File: src/rtl/cbus_arbiter.sv
// cbus arbiter: shares one memory-side cbus between NUM_REQ cache controllers.
// Round-robin by default; define CBUS_ARB_FIXED_PRIO_EN for fixed lowest-index priority.
package cbus_pkg;

  typedef struct packed {
    logic        valid;
    logic        is_write;
    logic [2:0]  size;
    logic [31:0] addr;
    logic [7:0]  strobe;
    logic [63:0] data;
    logic [7:0]  len;
  } cbus_req_t;

  typedef struct packed {
    logic        ready;
    logic        last;
    logic [63:0] data;
  } cbus_resp_t;

endpackage

module cbus_arbiter
  import cbus_pkg::*;
#(
  parameter int NUM_REQ = 2,
  parameter int IDX_W   = (NUM_REQ > 2) ? $clog2(NUM_REQ) : 1
) (
  input  logic             clk,
  input  logic             reset,
  input  cbus_req_t        ireqs  [NUM_REQ],
  output cbus_resp_t       iresps [NUM_REQ],
  output cbus_req_t        oreq,
  input  cbus_resp_t       oresp,
  output logic             busy,
  output logic [IDX_W-1:0] grant_idx
);

  typedef enum logic {
    S_IDLE,
    S_BUSY
  } state_t;

  state_t           r_state;
  state_t           w_state_nxt;
  logic [IDX_W-1:0] r_grant;
  logic [IDX_W-1:0] w_grant_nxt;
  logic [IDX_W-1:0] w_start;
  logic [IDX_W-1:0] w_idx;
  logic [IDX_W-1:0] w_winner;
  logic             w_found;
  logic             w_done;
`ifndef CBUS_ARB_FIXED_PRIO_EN
  logic [IDX_W-1:0] r_rr_ptr;
  logic [IDX_W-1:0] w_rr_nxt;
`endif

  function automatic logic [IDX_W-1:0] wrap_add(
    input logic [IDX_W-1:0] v,
    input int               k
  );
    int s;
    s = int'(v) + k;
    if (s >= NUM_REQ) s = s - NUM_REQ;
    return IDX_W'(s);
  endfunction

`ifdef CBUS_ARB_FIXED_PRIO_EN
  assign w_start = '0;
`else
  assign w_start = r_rr_ptr;
`endif

  // first valid requester at or after the scan start, wrapping
  always_comb begin
    w_found  = 1'b0;
    w_winner = '0;
    w_idx    = '0;
    for (int k = 0; k < NUM_REQ; k++) begin
      w_idx = wrap_add(w_start, k);
      if (!w_found && ireqs[w_idx].valid) begin
        w_found  = 1'b1;
        w_winner = w_idx;
      end
    end
  end

  assign w_done = !ireqs[r_grant].valid
                | (oresp.ready & oresp.last);

  always_comb begin
    w_state_nxt = r_state;
    w_grant_nxt = r_grant;
`ifndef CBUS_ARB_FIXED_PRIO_EN
    w_rr_nxt    = r_rr_ptr;
`endif
    oreq        = '0;
    for (int i = 0; i < NUM_REQ; i++) begin
      iresps[i] = '0;
    end
    unique case (r_state)
      S_IDLE: begin
        if (w_found) begin
          w_state_nxt = S_BUSY;
          w_grant_nxt = w_winner;
        end
      end
      S_BUSY: begin
        oreq            = ireqs[r_grant];
        iresps[r_grant] = oresp;
        if (w_done) begin
          w_state_nxt = S_IDLE;
`ifndef CBUS_ARB_FIXED_PRIO_EN
          w_rr_nxt    = wrap_add(r_grant, 1);
`endif
        end
      end
      default: w_state_nxt = S_IDLE;
    endcase
  end

  always_ff @(posedge clk) begin
    if (reset) begin
      r_state  <= S_IDLE;
      r_grant  <= '0;
`ifndef CBUS_ARB_FIXED_PRIO_EN
      r_rr_ptr <= '0;
`endif
    end else begin
      r_state  <= w_state_nxt;
      r_grant  <= w_grant_nxt;
`ifndef CBUS_ARB_FIXED_PRIO_EN
      r_rr_ptr <= w_rr_nxt;
`endif
    end
  end

  assign busy      = (r_state == S_BUSY);
  assign grant_idx = r_grant;

endmodule

File: config.mk
export PLATFORM = sky130hd
export DESIGN_NAME = cbus_arbiter
export DESIGN_NICKNAME = d
export VERILOG_FILES = /design/src/rtl/cbus_arbiter.sv
export SDC_FILE = /design/constraint.sdc
export NUM_CORES = 1
export LEC_CHECK = 0
export ABC_AREA = 1
export BUFFER_PORTS_ARGS = -buffer_cell sky130_fd_sc_hd__buf_2
export CORE_AREA = 2 2 215 217
export DETAILED_ROUTE_END_ITERATION = 6
export DIE_AREA = 0 0 217 219
export HOLD_SLACK_MARGIN = 0.05
export SLEW_MARGIN = 20
export SYNTH_ARGS = -nofsm -noshare
export SYNTH_HDL_FRONTEND = slang
export SYNTH_SLANG_ARGS = --single-unit
File: constraint.sdc
create_clock -name clk -period 2.6 [get_ports clk]
set_input_delay 0.52 -clock clk [delete_from_list [all_inputs] [get_ports clk]]
set_output_delay 0.52 -clock clk [all_outputs]
set_load 0.03 [all_outputs]
* Word level (Yosys, flattened, before mapping) *
Index checks and enable logic that the tools add are counted.

operators by class
  add/subtract/negate cells = 5
  order comparisons = 7
  muxes and demuxes = 23
  bitwise operators = 7
  reduce and logical (&&, ||, !) cells = 6

operators by type and width
  operator             number
  $mux 117             10
  $and 132x132->132    1
  $mux 132             1
  $demux 66 s1         1
  $mux 66              1
  $ge 2x2->1 const B   5
  $mux 1               9
  $not 1->2            3
  $add 1x1->2 const B  2
  $reduce_and 2->1     2
  $sub 1x1->1 const B  3
  $ge 1x2->1 const B   1
  $logic_and 1x1->1    2
  $logic_not 1->1      2
  $lt 2x1->1 const B   1
  $pmux 1 s2           1
  $and 1x1->1          1
  $not 1->1            1
  $or 1x1->1           1

storage, ports and cells
  register bits after elaboration = 3
  input bits = 302
  output and inout port bits = 251
  word-level logic and storage cells = 51

* Longest topological paths before layout *
Gate-level depths: netlist of the first run.

  depth after elaboration = 12
  depth in mapped cells = 6
  depth with buffers taken out = 6

* Worst setup path before layout of the first run *
OpenSTA, ideal clock, no wires.

  path type = register to output
  start = reg r_grant, in the netlist grant_idx
  end = out oreq[100] (netlist bit)
  arrival time = 1.545 ns
  data required time = 2.080 ns
  path slack = 0.535 ns
  cell stages (with the launch flop) = 5
  buffers on the path = 2
  cells stage by stage = dfxtp_1 > buf_2 > buf_2 > nand2_1 > a21oi_1

RTL lines
  item                    RTL line  source
  start, declared         46        logic [IDX_W-1:0] r_grant;
  start signal, assigned  131       r_grant <= w_grant_nxt;
  end, declared           33        output cbus_req_t oreq,

==> impl_results.md, run 1 <==
- Iteration-0 DRC Markers: 306
- FFs w/ async S/R, synth: 0
- Residual DRC: 0
- Vias in the first global route: 4928
- RSZ-0062 raised after global routing: false
- Sequential element share of the synthesized area: 0.0232
- Hold Fails Final Rpt: 0
- Final Critical Period: 2.36 ns
- Post-Syn Instances: 624
- Pre-CTS setup slack: 0.459 ns
- CTS tree: done
- Setup violations, final: 0
- CP max FO: 75
- Yosys warning count: 0
- Outcome: finished clean
- Worst-Skew Late Latency: 0.22 ns
- Postcts setup bufs: 0
- Post-route insts no fill: 1759
- Gr usage total: 0.0712
- Initial core utilization: 0.0575
- First-pass GRT wire length: 25900 µm
- DR WL/cell: 11.1 µm
- NetSw: 0.980 mW
- CP required: 2.08 ns
- Nets: 1461
- Clk buf depth: 2
- Setup ws final: 0.241 ns
- Post-synth EDFFs: 0
- Comb pwr share: 0.816
- Boundary pin count: 553
- Most frequent cells after synthesis: nand2_1, nor2_1, a21oi_1, inv_1, buf_2
- Via density per instance: 3.25
- Net count after synthesis: 926
- Peak Freq: 0.424 GHz
- CTS H-tree lvls: 1
- IO buf count: 552
- Sw Ratio: 0.579
- Max-slew violation count: 0
- Leak: 4.09 nW
- Synth unique cells: 14
- Routed Antenna Nets: 0
- Largest net degree at the start of global routing: 76
- Internal power: 0.712 mW
- DP Wirelength: 16400 µm
- Post-synth top flop: dfxtp_1
- Area delta synth->final: 140%
- Core Rows: 78
- Part of the cycle the worst path needs: 0.907
- Critical setup path kind: register to output port
- Multi-input logic area: 0.00203 mm²
- Setup TNS Final: 0 ns
- Core box area: 0.0451 mm²
- Slew HR: 0.576
- Layout cells sized above 1: 0.509
- Routed WL: 19500 µm
- Clock power frac: 0.143
- Netlist Area Pre-Place: 0.00259 mm²
- Sequential share of power: 0.040
- Clock Skews: 0.0000876 ns
- CTS Buf Count: 3
- Die W: 217 µm
- Reg clk slew, reported paths: 0.03 ns
- Maximum VDD drop: 0.178 mV
- Avg Cell Area, Syn: 4.15 µm²
- Pwr Total: 1.69 mW
- Max_cap viols: 0
- Class of the worst hold path: register to register
- Synth area leader: nand2_1
- Reg area: 63.8 µm²
- CTS root buffer: clkbuf_16
- Placed Instances: 1754
- Cts hold-fix bufs: 0
- Fill count: 5356
- Antenna violations before repair: 2
- Die span in y: 219 µm
- Post-CTS Resized: 0
- Share of the synthesized area in the top cell type: 0.348
- Post-synthesis register bit count: 3
- Critical Path AT: 1.84 ns
- Power Density: 272 mW/mm²
- Die area: 0.0475 mm²
- Synth top area cells: nand2_1, a21oi_1, nor2_1, inv_1, buf_2
- CP Capture Type: output port
- Global route total overflow: 0
- CP startpoint kind: register
- Vias: 5719
- Worst-margin pin slew: 0.636 ns
- First-pass iteration count of the detailed router: 4
- Count leader, synth: nand2_1
- Gp weighted congestion: 0.841
- CTS Sinks: 3
-- registers in the layout (all words and copies together), names as in the netlist --
register	count
r_rr_ptr	1
grant_idx	1
busy	1
-- path summary, 6_finish.rpt --
| check | startpoint | to | slack, ns | cells past startpoint |
|---|---|---|---|---|
| max | grant_idx | oreq[45] | 0.24 | 5 |
| min | r_rr_ptr | r_rr_ptr | 0.49 | 2 |
| max reg2reg | busy | grant_idx | 1.07 | 5 |
| min reg2reg | r_rr_ptr | r_rr_ptr | 0.49 | 2 |
-- power groups by stage --
stage          Combinational [mW]  Clock (mW)  Sequential (mW)
2_1_floorplan               0.811           0           0.0599
3_3_place_gp                 1.39           0           0.0695
3_5_place_dp                 1.38           0           0.0694
4_1_cts                      1.39       0.249           0.0688
5_1_grt                      1.48       0.255           0.0705
6_report                     1.38       0.243           0.0680
-- area by class of cell --
| type | instances | share of cell area |
|---|---|---|
| clock buffer | 4 | 0.0127 |
| multi-input combinational | 498 | 0.327 |
| timing repair buffer | 582 | 0.486 |
| antenna | 1 | 0.000402 |
| tap | 600 | 0.121 |
| inverter | 71 | 0.0436 |
| sequential | 3 | 0.0102 |
-- placed cells by master (no fill, tap or decap), drive strengths merged --
cell type	instances
a21oi	119
buf	582
clkbuf	4
dfxtp	3
diode	1
inv	71
nand2	240
nand3	2
nand4	1
nor2	134
o211ai	1
o21ai	1
-- logic make-up after synthesis --
family,Yosys count,synth area share
compound gates,121,0.235
simple gates,377,0.548
flops,3,0.0232
buf+inv,123,0.194
-- worst max-delay path: stages (launching register included) --
cell	delay, ns
dfxtp_4	0.47
inv_4	0.15
buf_12	0.25
nand2_1	0.09
a21oi_1	0.27
buf_2	0.26
-- stage by stage --
stage / cell area [µm²] / utilization / hold slack (ns)
3_3_place_gp: 6140 / 0.136 / 0.483
2_1_floorplan: 2590 / - / 0.452
3_5_place_dp: 6140 / 0.136 / 0.485
4_1_cts: 6220 / 0.138 / 0.491
5_1_grt: 6220 / 0.138 / 0.495
6_report: 6230 / 0.138 / 0.487
-- per-layer routing --
layer | track usage | vias to the layer above | share of wire
li1 | - | 2948 | -
met1 | 0.0806 | 2426 | 0.40
met2 | 0.127 | 329 | 0.48
met3 | 0.0209 | 14 | 0.096
met4 | 0.0244 | 2 | 0.023
met5 | 0 | - | 0.00046
No activity file was read; power rests on OpenSTA's default activity.
==> run 2: changes to the inputs <==
- REMOVE_ABC_BUFFERS: not set -> 1
==> impl_results.md, run 2 (synthesis results as in run 1) <==
- Outcome: finished clean
- Max_cap viols: 0
- First-pass iteration count of the detailed router: 4
- RSZ-0062 raised after global routing: false
- CP required: 2.08 ns
- Pre-CTS setup slack: 0.250 ns
- DR WL/cell: 13.6 µm
- Core box area: 0.0451 mm²
- Internal power: 0.704 mW
- WHS: 0.482 ns
- IO buf count: 552
- Sequential share of power: 0.034
- Routed Antenna Nets: 0
- CP peak stage delay: 0.39 ns
- Vias: 5833
- Critical setup path kind: register to output port
- CTS Buf Count: 3
- Die W: 217 µm
- Hold Fails Final Rpt: 0
- Reg area: 63.8 µm²
- Die area: 0.0475 mm²
- CP max stage cell: dfxtp_4
- Nets: 1452
- CTS H-tree lvls: 1
- Boundary pin count: 553
- Most common cell after layout, fill and taps aside: buf_2
- Worst-Skew Late Latency: 0.22 ns
- Fill count: 5312
- Die span in y: 219 µm
- Setup ws final: 0.223 ns
- Postcts setup bufs: 0
- NetSw: 1.01 mW
- Worst-margin pin slew: 0.577 ns
- Vias in the first global route: 5029
- Power Density: 276 mW/mm²
- Gp weighted congestion: 0.844
- Final Critical Period: 2.38 ns
- Post-CTS Resized: 0
- Iteration-0 DRC Markers: 263
- Global route total overflow: 0
- CP startpoint kind: register
- Core Rows: 78
- First-pass GRT wire length: 30400 µm
- Crit path cell chain: inv_4 -> buf_4 -> nand2_1 -> a21oi_1 -> buf_2
- CP Capture Type: output port
- Setup violations, final: 0
- Comb pwr share: 0.825
- Maximum VDD drop: 0.135 mV
- Slew HR: 0.615
- Clk buf depth: 2
- CTS tree: done
- Most frequent cells in the layout: buf_2, nand2_1, nor2_1
- Clock power frac: 0.141
- Residual DRC: 0
- Via density per instance: 3.33
- Sw Ratio: 0.588
- Max-slew violation count: 0
- Cts hold-fix bufs: 0
- Critical Path AT: 1.86 ns
- Class of the worst hold path: input pin to register
- Peak Freq: 0.421 GHz
- Multi-input logic area: 0.00203 mm²
- Leak: 4.06 nW
- Clock Skews: 0.00165 ns
- CP max FO: 23
- Initial core utilization: 0.0575
- DP Wirelength: 21000 µm
- Reg clk slew, reported paths: 0.03 ns
- CTS root buffer: clkbuf_16
- CTS Sinks: 3
- Gr usage total: 0.0871
- Part of the cycle the worst path needs: 0.914
- Largest net degree at the start of global routing: 67
- Antenna violations before repair: 7
- Routed WL: 23800 µm
- Layout cells sized above 1: 0.506
- Reg2Reg Setup Slack: 1.39 ns
- Area delta synth->final: 139%
run 2: cell type report:
type                            instances  share of cell area
Antenna cell                            4             0.00161
Clock buffer                            4              0.0127
Inverter                               71              0.0437
Multi-Input combinational cell        498               0.328
Sequential cell                         3              0.0103
Tap cell                              600               0.121
Timing Repair Buffer                  573               0.483
run 2: path summary, 6_finish.rpt:
kind	from	to	depth (start not counted)
worst min-delay path	reset	grant_idx	2
worst max-delay path	grant_idx	oreq[92]	5
worst max register to register	grant_idx	r_rr_ptr	6
worst min register to register	r_rr_ptr	r_rr_ptr	2
run 2: critical path, delay by kind of cell (launching register included):
kind / cells / cell delay [ns]
compound gates: 1 / 0.36
simple gates: 1 / 0.07
flops: 1 / 0.39
buf+inv: 3 / 0.79
run 2: per-stage QoR:
stage	cell area [µm²]	total power, mW	setup TNS (ns)	util	instances
finish	6210	1.71	0	0.138	1753
global route	6200	1.83	0	0.138	1752
floorplan	2350	0.850	-685.09	-	572
detailed placement	6120	1.48	0	0.136	1745
CTS	6200	1.74	0	0.137	1749
global placement	6120	1.48	0	0.136	1745
run 2: power by group through the flow:
stage	sequential [mW]	combinational (mW)	clock, mW
2_1_floorplan	0.0821	0.768	0
3_3_place_gp	0.0592	1.42	0
3_5_place_dp	0.0593	1.42	0
4_1_cts	0.0587	1.43	0.247
5_1_grt	0.0592	1.52	0.251
6_report	0.0581	1.41	0.241
run 2: per-layer routing:
layer  global-route usage  routed length, µm
met1                0.107               9960
met2                0.157              11400
met3               0.0151               1940
met4               0.0205                508
met5                    0                  0
==> run 3: changes to the inputs <==
- CORE_AREA: 2 2 215 217 -> 2 2 218 220
- DIE_AREA: 0 0 217 219 -> 0 0 220 222
- clock period: 2.6 -> 2.1 ns (I/O delays scaled with it)
==> impl_results.md, run 3 (synthesis results as in run 1) <==
- Leak: 4.14 nW
- Setup TNS Final: 0 ns
- CTS H-tree lvls: 1
- Most frequent cells in the layout: buf_2, nand2_1, nor2_1
- Setup violations, final: 0
- Layout cells sized above 1: 0.510
- Clk buf depth: 2
- DR WL/cell: 14.5 µm
- CTS tree: done
- Final Critical Period: 2.03 ns
- Nets: 1457
- CP required: 1.68 ns
- Maximum VDD drop: 0.144 mV
- Clock Skews: 0.00234 ns
- Reg clk slew, reported paths: 0.03 ns
- IO buf count: 552
- Core Util, Final: 0.139
- Hold Fails Final Rpt: 0
- Max_cap viols: 0
- Critical Path AT: 1.61 ns
- Reg2Reg Setup Slack: 0.88 ns
- Power Density: 343 mW/mm²
- Class of the worst hold path: input pin to register
- Placed Instances: 1754
- Residual DRC: 0
- First-pass GRT wire length: 33000 µm
- CP Capture Type: output port
- Largest net degree at the start of global routing: 67
- WHS: 0.393 ns
- Part of the cycle the worst path needs: 0.965
- CP startpoint kind: register
- Vias: 5966
- Core Rows: 79
- Die area: 0.0488 mm²
- Outcome: finished clean
- Cts hold-fix bufs: 0
- Worst-margin pin slew: 0.339 ns
- Post-route insts no fill: 1763
- CTS Sinks: 3
- Die W: 220 µm
- Initial core utilization: 0.0560
- Global route total overflow: 0
- Gp weighted congestion: 0.854
- Fill count: 5477
- Routed Antenna Nets: 0
- Antenna violations before repair: 8
- First-pass iteration count of the detailed router: 4
- Routed WL: 25600 µm
- Gr usage total: 0.0904
- Most common cell after layout, fill and taps aside: buf_2
- Iteration-0 DRC Markers: 191
- Core box area: 0.0463 mm²
- CTS root buffer: clkbuf_16
- Worst-Skew Late Latency: 0.22 ns
- Critical setup path kind: register to output port
- Via density per instance: 3.38
- Slew HR: 0.774
- Vias in the first global route: 5396
- DP Wirelength: 21700 µm
- Area delta synth->final: 148%
- Boundary pin count: 553
- Peak Freq: 0.494 GHz
- Max-slew violation count: 0
- Die span in y: 222 µm
- CTS Buf Count: 3
- CP max FO: 66
## run 3: area by class of cell
class | count | area (µm²) | area share
timing repair buffer | 578 | 3210 | 0.498
multi-input combinational | 498 | 2040 | 0.318
tap | 607 | 759 | 0.118
inverter | 71 | 274 | 0.0426
clock buffer | 4 | 78.8 | 0.0123
sequential | 3 | 63.8 | 0.00992
antenna | 2 | 5.00 | 0.000778
## run 3: timing repair
action | 4_1_cts | 5_1_grt
gates cloned | 0 | 2
buffers inserted | 0 | 1
resized for setup | 2 | 7
setup endpoints to repair | 2 | 13
## run 3: path summary, 6_finish.rpt
path,cells past startpoint,to,startpoint
max,5,iresps[39],grant_idx
min,2,grant_idx,reset
max reg2reg,5,grant_idx,busy
min reg2reg,2,r_rr_ptr,r_rr_ptr
## run 3: per-layer routing
layer | GRT usage | routed length, µm | vias to the layer above | part of all wire
met2 | 0.172 | 12800 | 396 | 0.50
met3 | 0.0119 | 2170 | 26 | 0.085
met5 | 0 | 13 | - | 0.00051
met1 | 0.105 | 10200 | 2601 | 0.40
li1 | - | - | 2941 | -
met4 | 0.0197 | 530 | 2 | 0.021
## run 3: worst max-delay path: stages, from the launching register on
cell,delay (ns)
dfxtp_4,0.39
buf_4,0.22
nand2_2,0.09
buf_12,0.18
nor2_1,0.20
buf_2,0.23
## run 3: through the flow
stage | power, mW | instance area [µm²] | worst slack, ns
after floorplan | 1.05 | 2350 | -3.98
after global placement | 1.89 | 6250 | 0.240
after detailed placement | 1.88 | 6250 | 0.240
after CTS | 2.20 | 6340 | 0.00173
after global routing | 2.37 | 6430 | -0.000757
final | 2.20 | 6430 | 0.0745
## run 3: power breakdown
part | leakage [nW] | internal (mW) | switching (mW)
Sequential | 0.0255 | 0.0622 | 0.00644
Clock | 0.0382 | 0.251 | 0.0532
Combinational | 4.08 | 0.614 | 1.22
